`src/rtl/mem_access_unit.sv`:
```
// Load/store bus sequencer: accepts one request at a time, checks alignment,
// runs a valid/ready bus transaction under a watchdog and returns the raw word.
module mem_access_unit #(
    parameter int TIMEOUT_CYCLES = 255
) (
    input  logic        clk,
    input  logic        rst,
    input  logic        req_valid,
    output logic        req_ready,
    input  logic        req_store,
    input  logic [1:0]  req_size,
    input  logic [31:0] req_addr,
    input  logic [31:0] req_wdata,
    output logic        resp_valid,
    output logic [31:0] resp_rdata,
    output logic [1:0]  resp_addr_lo,
    output logic        resp_misaligned,
    output logic        resp_timeout,
    output logic        mem_valid,
    input  logic        mem_ready,
    output logic [31:0] mem_addr,
    output logic [31:0] mem_wdata,
    output logic [3:0]  mem_wstrb,
    input  logic [31:0] mem_rdata
);
    localparam int CNT_W = (TIMEOUT_CYCLES > 1) ? $clog2(TIMEOUT_CYCLES + 1) : 1;
    localparam logic [CNT_W-1:0] CNT_LAST = CNT_W'(TIMEOUT_CYCLES - 1);

    typedef enum logic [1:0] {IDLE, BUS, RESP} state_t;

    state_t            state_q, state_d;
    logic [CNT_W-1:0]  cnt_q, cnt_d;
    logic              store_q, store_d;
    logic              mem_valid_q, mem_valid_d;
    logic [31:0]       mem_addr_q, mem_addr_d;
    logic [31:0]       mem_wdata_q, mem_wdata_d;
    logic [3:0]        mem_wstrb_q, mem_wstrb_d;
    logic              resp_valid_q, resp_valid_d;
    logic              resp_mis_q, resp_mis_d;
    logic              resp_to_q, resp_to_d;
    logic [31:0]       resp_rdata_q, resp_rdata_d;
    logic [1:0]        addr_lo_q, addr_lo_d;

    logic              misal;
    logic [3:0]        strb;
    logic [31:0]       wdata_rep;

    // Request decode; size 11 behaves exactly like a word access.
    always_comb begin
        misal     = 1'b0;
        strb      = 4'b1111;
        wdata_rep = req_wdata;
        case (req_size)
            2'b00: begin
                strb      = 4'b0001 << req_addr[1:0];
                wdata_rep = {4{req_wdata[7:0]}};
            end
            2'b01: begin
                misal     = req_addr[0];
                strb      = req_addr[1] ? 4'b1100 : 4'b0011;
                wdata_rep = {2{req_wdata[15:0]}};
            end
            default: misal = |req_addr[1:0];
        endcase
    end

    always_comb begin
        state_d      = state_q;
        cnt_d        = cnt_q;
        store_d      = store_q;
        mem_valid_d  = mem_valid_q;
        mem_addr_d   = mem_addr_q;
        mem_wdata_d  = mem_wdata_q;
        mem_wstrb_d  = mem_wstrb_q;
        resp_valid_d = 1'b0;
        resp_mis_d   = 1'b0;
        resp_to_d    = 1'b0;
        resp_rdata_d = resp_rdata_q;
        addr_lo_d    = addr_lo_q;
        case (state_q)
            IDLE: begin
                if (req_valid) begin
                    store_d   = req_store;
                    addr_lo_d = req_addr[1:0];
                    if (misal) begin
                        state_d      = RESP;
                        resp_valid_d = 1'b1;
                        resp_mis_d   = 1'b1;
                    end else begin
                        state_d     = BUS;
                        cnt_d       = '0;
                        mem_valid_d = 1'b1;
                        mem_addr_d  = {req_addr[31:2], 2'b00};
                        mem_wdata_d = wdata_rep;
                        mem_wstrb_d = req_store ? strb : 4'b0000;
                    end
                end
            end
            BUS: begin
                // A handshake in the expiry cycle takes priority over the watchdog.
                if (mem_ready) begin
                    if (!store_q) resp_rdata_d = mem_rdata;
                    state_d      = RESP;
                    resp_valid_d = 1'b1;
                    mem_valid_d  = 1'b0;
                end else begin
                    cnt_d = cnt_q + 1'b1;
                    if (TIMEOUT_CYCLES != 0 && cnt_q == CNT_LAST) begin
                        state_d      = RESP;
                        resp_valid_d = 1'b1;
                        resp_to_d    = 1'b1;
                        mem_valid_d  = 1'b0;
                    end
                end
            end
            RESP:    state_d = IDLE;
            default: state_d = IDLE;
        endcase
    end

    always_ff @(posedge clk) begin
        if (rst) begin
            state_q      <= IDLE;
            cnt_q        <= '0;
            store_q      <= 1'b0;
            mem_valid_q  <= 1'b0;
            mem_addr_q   <= '0;
            mem_wdata_q  <= '0;
            mem_wstrb_q  <= '0;
            resp_valid_q <= 1'b0;
            resp_mis_q   <= 1'b0;
            resp_to_q    <= 1'b0;
            resp_rdata_q <= '0;
            addr_lo_q    <= '0;
        end else begin
            state_q      <= state_d;
            cnt_q        <= cnt_d;
            store_q      <= store_d;
            mem_valid_q  <= mem_valid_d;
            mem_addr_q   <= mem_addr_d;
            mem_wdata_q  <= mem_wdata_d;
            mem_wstrb_q  <= mem_wstrb_d;
            resp_valid_q <= resp_valid_d;
            resp_mis_q   <= resp_mis_d;
            resp_to_q    <= resp_to_d;
            resp_rdata_q <= resp_rdata_d;
            addr_lo_q    <= addr_lo_d;
        end
    end

    assign req_ready       = (state_q == IDLE);
    assign resp_valid      = resp_valid_q;
    assign resp_rdata      = resp_rdata_q;
    assign resp_addr_lo    = addr_lo_q;
    assign resp_misaligned = resp_mis_q;
    assign resp_timeout    = resp_to_q;
    assign mem_valid       = mem_valid_q;
    assign mem_addr        = mem_addr_q;
    assign mem_wdata       = mem_wdata_q;
    assign mem_wstrb       = mem_wstrb_q;
endmodule

```
`config.mk`:
```
export PLATFORM = sky130hd
export DESIGN_NAME = mem_access_unit
export DESIGN_NICKNAME = d
export VERILOG_FILES = /design/src/rtl/mem_access_unit.sv
export SDC_FILE = /design/constraint.sdc
export NUM_CORES = 1
export LEC_CHECK = 0
export CAP_MARGIN = 20
export CELL_PAD_IN_SITES_DETAIL_PLACEMENT = 2
export CELL_PAD_IN_SITES_GLOBAL_PLACEMENT = 2
export CORE_AREA = 2 2 149 151
export CTS_CLUSTER_SIZE = 8
export DETAILED_ROUTE_END_ITERATION = 8
export DIE_AREA = 0 0 151 153
export MAX_ROUTING_LAYER = met4
export PLACE_DENSITY = 0.8
export SLEW_MARGIN = 5
export SYNTH_ARGS = -nofsm -noshare
export SYNTH_HDL_FRONTEND = slang
export SYNTH_SLANG_ARGS = --single-unit
export TNS_END_PERCENT = 10
```
`constraint.sdc`:
```
create_clock -name clk -period 1.68 [get_ports clk]
set_input_delay 0.336 -clock clk [delete_from_list [all_inputs] [get_ports clk]]
set_output_delay 0.336 -clock clk [all_outputs]
set_load 0.01 [all_outputs]
```
**Word level (Yosys, flattened, before mapping)**

Index checks and enable logic that the tools add are counted.

- Bits in registers: 115
- Input port bits: 103
- Output and inout port bits: 107

- Add/subtract/negate cells: 1
- Eq/ne operators: 7
- Shifts and indexed selects: 1
- Multiplexer cells: 24
- Bitwise gates (word level): 4
- Reduce and logical (&&, ||, !) cells: 12

Operator list:

| operator | number |
|---|---|
| $pmux W32 S2 | 1 |
| $mux W8 | 3 |
| $pmux W8 S2 | 1 |
| $add A8 B1 Y8 const B | 1 |
| $eq A8 B8 Y1 const B | 1 |
| $mux W1 | 8 |
| $mux W2 | 4 |
| $mux W4 | 2 |
| $pmux W4 S2 | 1 |
| $reduce_and A4 Y1 | 2 |
| $ne A2 B2 Y1 const B | 3 |
| $pmux W1 S2 | 3 |
| $reduce_and A3 Y1 | 2 |
| $eq A2 B1 Y1 const B | 2 |
| $logic_not A2 Y1 | 2 |
| $not A1 Y1 | 4 |
| $pmux W2 S2 | 1 |
| $reduce_and A2 Y1 | 2 |
| $reduce_or A2 Y1 | 2 |
| $shl A1 B2 Y4 const A | 1 |
| $ne A3 B3 Y1 const B | 1 |
| $reduce_or A3 Y1 | 1 |
| $reduce_bool A2 Y1 | 1 |

**Depth between registers and ports, before layout**

- Depth in word-level cells: 5
- Mapped depth: 7

**Worst setup path after synthesis**

OpenSTA, ideal clock, no wires.

- Kind: register to register
- Start point: register state_q[1]
- End point: register mem_wdata_q[10] (netlist: mem_wdata[10])
- Library setup time: 88 ps
- Data arrival time: 1435 ps
- Data required time: 1592 ps
- Setup slack: 156 ps
- Stages on the path, launching flop included: 7
- Buffers on the path: 2
- Cells stage by stage: dfxtp_1 -> nor3b_4 -> and3_1 -> buf_4 -> buf_6 -> nor2_1 -> a311oi_2

- Longest elaborated chain between the ends: 2

RTL lines:

| item | line | source |
|---|---|---|
| from (decl) | 31 | `state_t state_q, state_d;` |
| from (signal assigned) | 136 | `state_q <= state_d;` |
| $logic_not A2 Y1 | 80 | `case (state_q)` |
| $reduce_and A3 Y1 (no line) | -- |  |
| to (signal assigned) | 141 | `mem_wdata_q <= mem_wdata_d;` |
| to (decl) | 36 | `logic [31:0] mem_wdata_q, mem_wdata_d;` |

No other way between the ends.
A chain may end at the register's enable or synchronous reset.

**Worst setup path in the final report**

- Start point: input port req_addr[0]
- End point: register cnt_q[6]

- Longest elaborated chain between the ends: 4

RTL lines:

| item | line | source |
|---|---|---|
| from (decl) | 12 | `input logic [31:0] req_addr,` |
| $reduce_or A2 Y1 | 63 | `default: misal = \|req_addr[1:0];` |
| $pmux W1 S2 * | 53 | `case (req_size)` |
| $ne A2 B2 Y1 (no line) * | -- |  |
| $reduce_and A4 Y1 (no line) * | -- |  |
| to (signal assigned) | 137 | `cnt_q <= cnt_d;` |
| to (decl) | 32 | `logic [CNT_W-1:0] cnt_q, cnt_d;` |

Mark *: on every way between the ends. The rest lies on a longest branch, timed or not.

==> summary.txt <==
Status - finished clean
Area growth, synth to finish - 73.2%
Yosys warnings - 0
Largest cells by area after synthesis - dfxtp_1 (50%), nand2_1 (14%), a21oi_1 (10%)
Die area - 23100 um^2
Number of synthesized flops with an enable pin - 0
Die Ht - 153 um
WL final - 18700 um
Worst EP required - 2.00 ns
# IOs - 210
Leak pwr - 3.79 nW
Max Cap Viol - 0
First-pass GRT wire length - 28700 um
Remaining antenna violation count after routing - 0
Initial antenna violation count - 1
Final hold slack - 0.280 ns
Post-DP Area - 7290 um^2
FF/Latch Area - 2300 um^2
Peak supply drop - 0.000624 V
Critical path's largest stage delay - 0.59 ns
Vias/cell - 4.54
Layout cell share with drive strength beyond 1 - 12.3%
CP Max Fanout - 6
Total of fill cells in the finished design - 2439
# clock sinks - 115
Top-count cell post-synth - nand2_1
Hpwl dp - 13600 um
H-tree Lvls - 4
Overall Power - 7.79 mW
Max stage delay cell, worst path - clkdlybuf4s50_1
Area leader, netlist - dfxtp_1
Pwr Density - 972 nW/um^2
Clock root buffer - clkbuf_16
Most frequent cells after synthesis - nand2_1 (177), dfxtp_1 (115), a21oi_1 (92), nor2_1 (29), clkbuf_1 (28)
DR vias - 4906
Post-synth ARST share - 0%
Vias in the first global route - 5254
Detail-routed net length per standard cell - 17.3 um
TritonCTS Buffers - 17
Worst hold path type - input port to flip-flop
CTS tree - done
CTS Buffer Depth - 2
Clk slew on worst S/H paths - 0.06 ns
Seq cells post-synth - 115
Setup Fix Bufs, Post-CTS - 0
Largest net degree at the start of global routing - 62
Hold Vio Cnt, Final - 0
Multi-input gate area - 2130 um^2
Final worst-path cycle share - 97.4%
Final setup viols - 0
Row count - 54
RSZ-0062 raised after global routing - yes
Gpl congestion - 0.823
GRT Overall Usage - 16.6%
Register area share after synthesis - 49.8%
Total congestion overflow - 0
Inst Count DP - 1047
Syn Area/Cell - 8.26 um^2
Final instance area - 8010 um^2
Worst setup SP type - input port
Setup crit end kind - flip-flop
Total Nets Final - 891
Post-synthesis cell type count - 41
DRC - 0
Clock Skew - 0.00893 ns
Die Span X - 151 um
Cell Area, Synth - 4630 um^2
Final cell count without fillers - 1080
First-pass DRT Iterations - 4
Critical path data arrival time - 1.96 ns
PortBufs - 207
Worst skew pair latency - 0.41 ns
DRT iter0 DRCs - 141
Fin. max-slew vios - 0
CORE AREA - 21500 um^2
Prevailing post-synth register cell - dfxtp_1
FMAX - 611 MHz
CP Cell Sequence - clkdlybuf4s50_1, o21ai_0, a31oi_1, buf_4, a21oi_1, nor3_1
WS Path Type - input port to flip-flop
Initial Util - 21.5%
Crit path time final - 1.64 ns
Mapped Cells - 560
Yosys top cell area share - 49.8%
-- registers in the layout (all words and copies together) (netlist names) --
register,count
resp_timeout,1
state_q,2
store_q,1
resp_valid,1
resp_rdata,32
mem_wstrb,4
mem_valid,1
cnt_q,8
resp_misaligned,1
resp_addr_lo,2
mem_addr,30
mem_wdata,32
-- through the flow --
stage | TNS, ns | util [%] | worst slack [ns]
3_3_place_gp | -15.39 | 33.9 | -0.323
4_1_cts | 0 | 36.6 | 0.00151
6_report | 0 | 37.3 | 0.0442
5_1_grt | -0.0408 | 37.3 | -0.0232
2_1_floorplan | 0 | - | 0.156
3_5_place_dp | -21.81 | 33.9 | -0.340
-- repair_timing --
item	CTS	global route
hold endpoints to repair	0	0
pin swaps	0	0
resized for setup	13	56
setup endpoints to repair	11	58
hold buffers	0	0
-- cells in the final DEF, fill, tap and decap left out, types with 2 or more instances in the layout --
cell type	instances
nand2_1	177
clkdlybuf4s50_1	141
dfxtp_1	113
a21oi_1	92
dlymetal6s2s_1	54
buf_4	32
nor2_1	29
o21ai_0	22
mux2i_1	19
clkbuf_16	17
dlygate4sd2_1	11
buf_12	10
a211oi_2	8
a311oi_2	8
nand3_1	5
nor3_1	4
clkinv_2	4
clkbuf_8	4
inv_1	3
nand4_1	3
clkinvlp_4	3
nor3b_4	2
and4_1	2
a31oi_1	2
and3_1	2
or3_1	2
ha_1	2
conb_1	2
bufinv_16	2
clkbuf_1	2
dfxtp_2	2
-- worst paths after layout --
path,startpoint,to,slack [ns],depth (start not counted)
min,rst,mem_wdata[12],0.28,2
max reg2reg,cnt_q[3],state_q[1],0.08,3
max,req_addr[0],cnt_q[6],0.04,6
min reg2reg,mem_addr[21],mem_addr[21],0.45,2
-- final cells by class --
| class | instances | share of cell area [%] |
|---|---|---|
| diodes | 1 | 0.0312 |
| clock buffers | 23 | 6.09 |
| clock inverters | 9 | 1.28 |
| inverters | 3 | 0.141 |
| multi-input cells | 401 | 26.6 |
| flip-flops and latches | 115 | 28.8 |
| well taps | 280 | 4.37 |
| repair buffers | 248 | 32.8 |
-- routing by layer --
layer  global-route usage, %  vias up  part of all wire, %
met3                    6.03       17                  8.2
met2                    27.6      171                   49
met5                       -        -                    0
met1                    18.5     2378                   42
met4                    5.30        0                  1.6
li1                        -     2340                    -
-- logic make-up (layout without fill, tap and decap cells) --
group / count (synthesis) / after routing / share of synthesized area (%)
AND/OR/NAND/NOR: 236 / 236 / 21.4
adder cells (fa/ha/maj): 2 / 2 / 0.541
flip-flops: 115 / 115 / 49.8
multiplexers: 20 / 20 / 4.35
other: 1 / 3 / 0.0811
AO/OA/AOI/OAI: 141 / 141 / 19.0
buffers and inverters: 45 / 283 / 4.87
-- critical path, delay by kind of cell --
kind | cells | cell delay (ns)
buf+inv | 2 | 0.81
simple gates | 1 | 0.19
compound gates | 3 | 0.61
-- power breakdown --
group / switching, mW / internal (mW)
logic: 0.563 / 0.646
registers: 0.0734 / 2.86
clock network: 1.31 / 2.33
total: 1.95 / 5.83
Power figures use the tool's default switching activity.
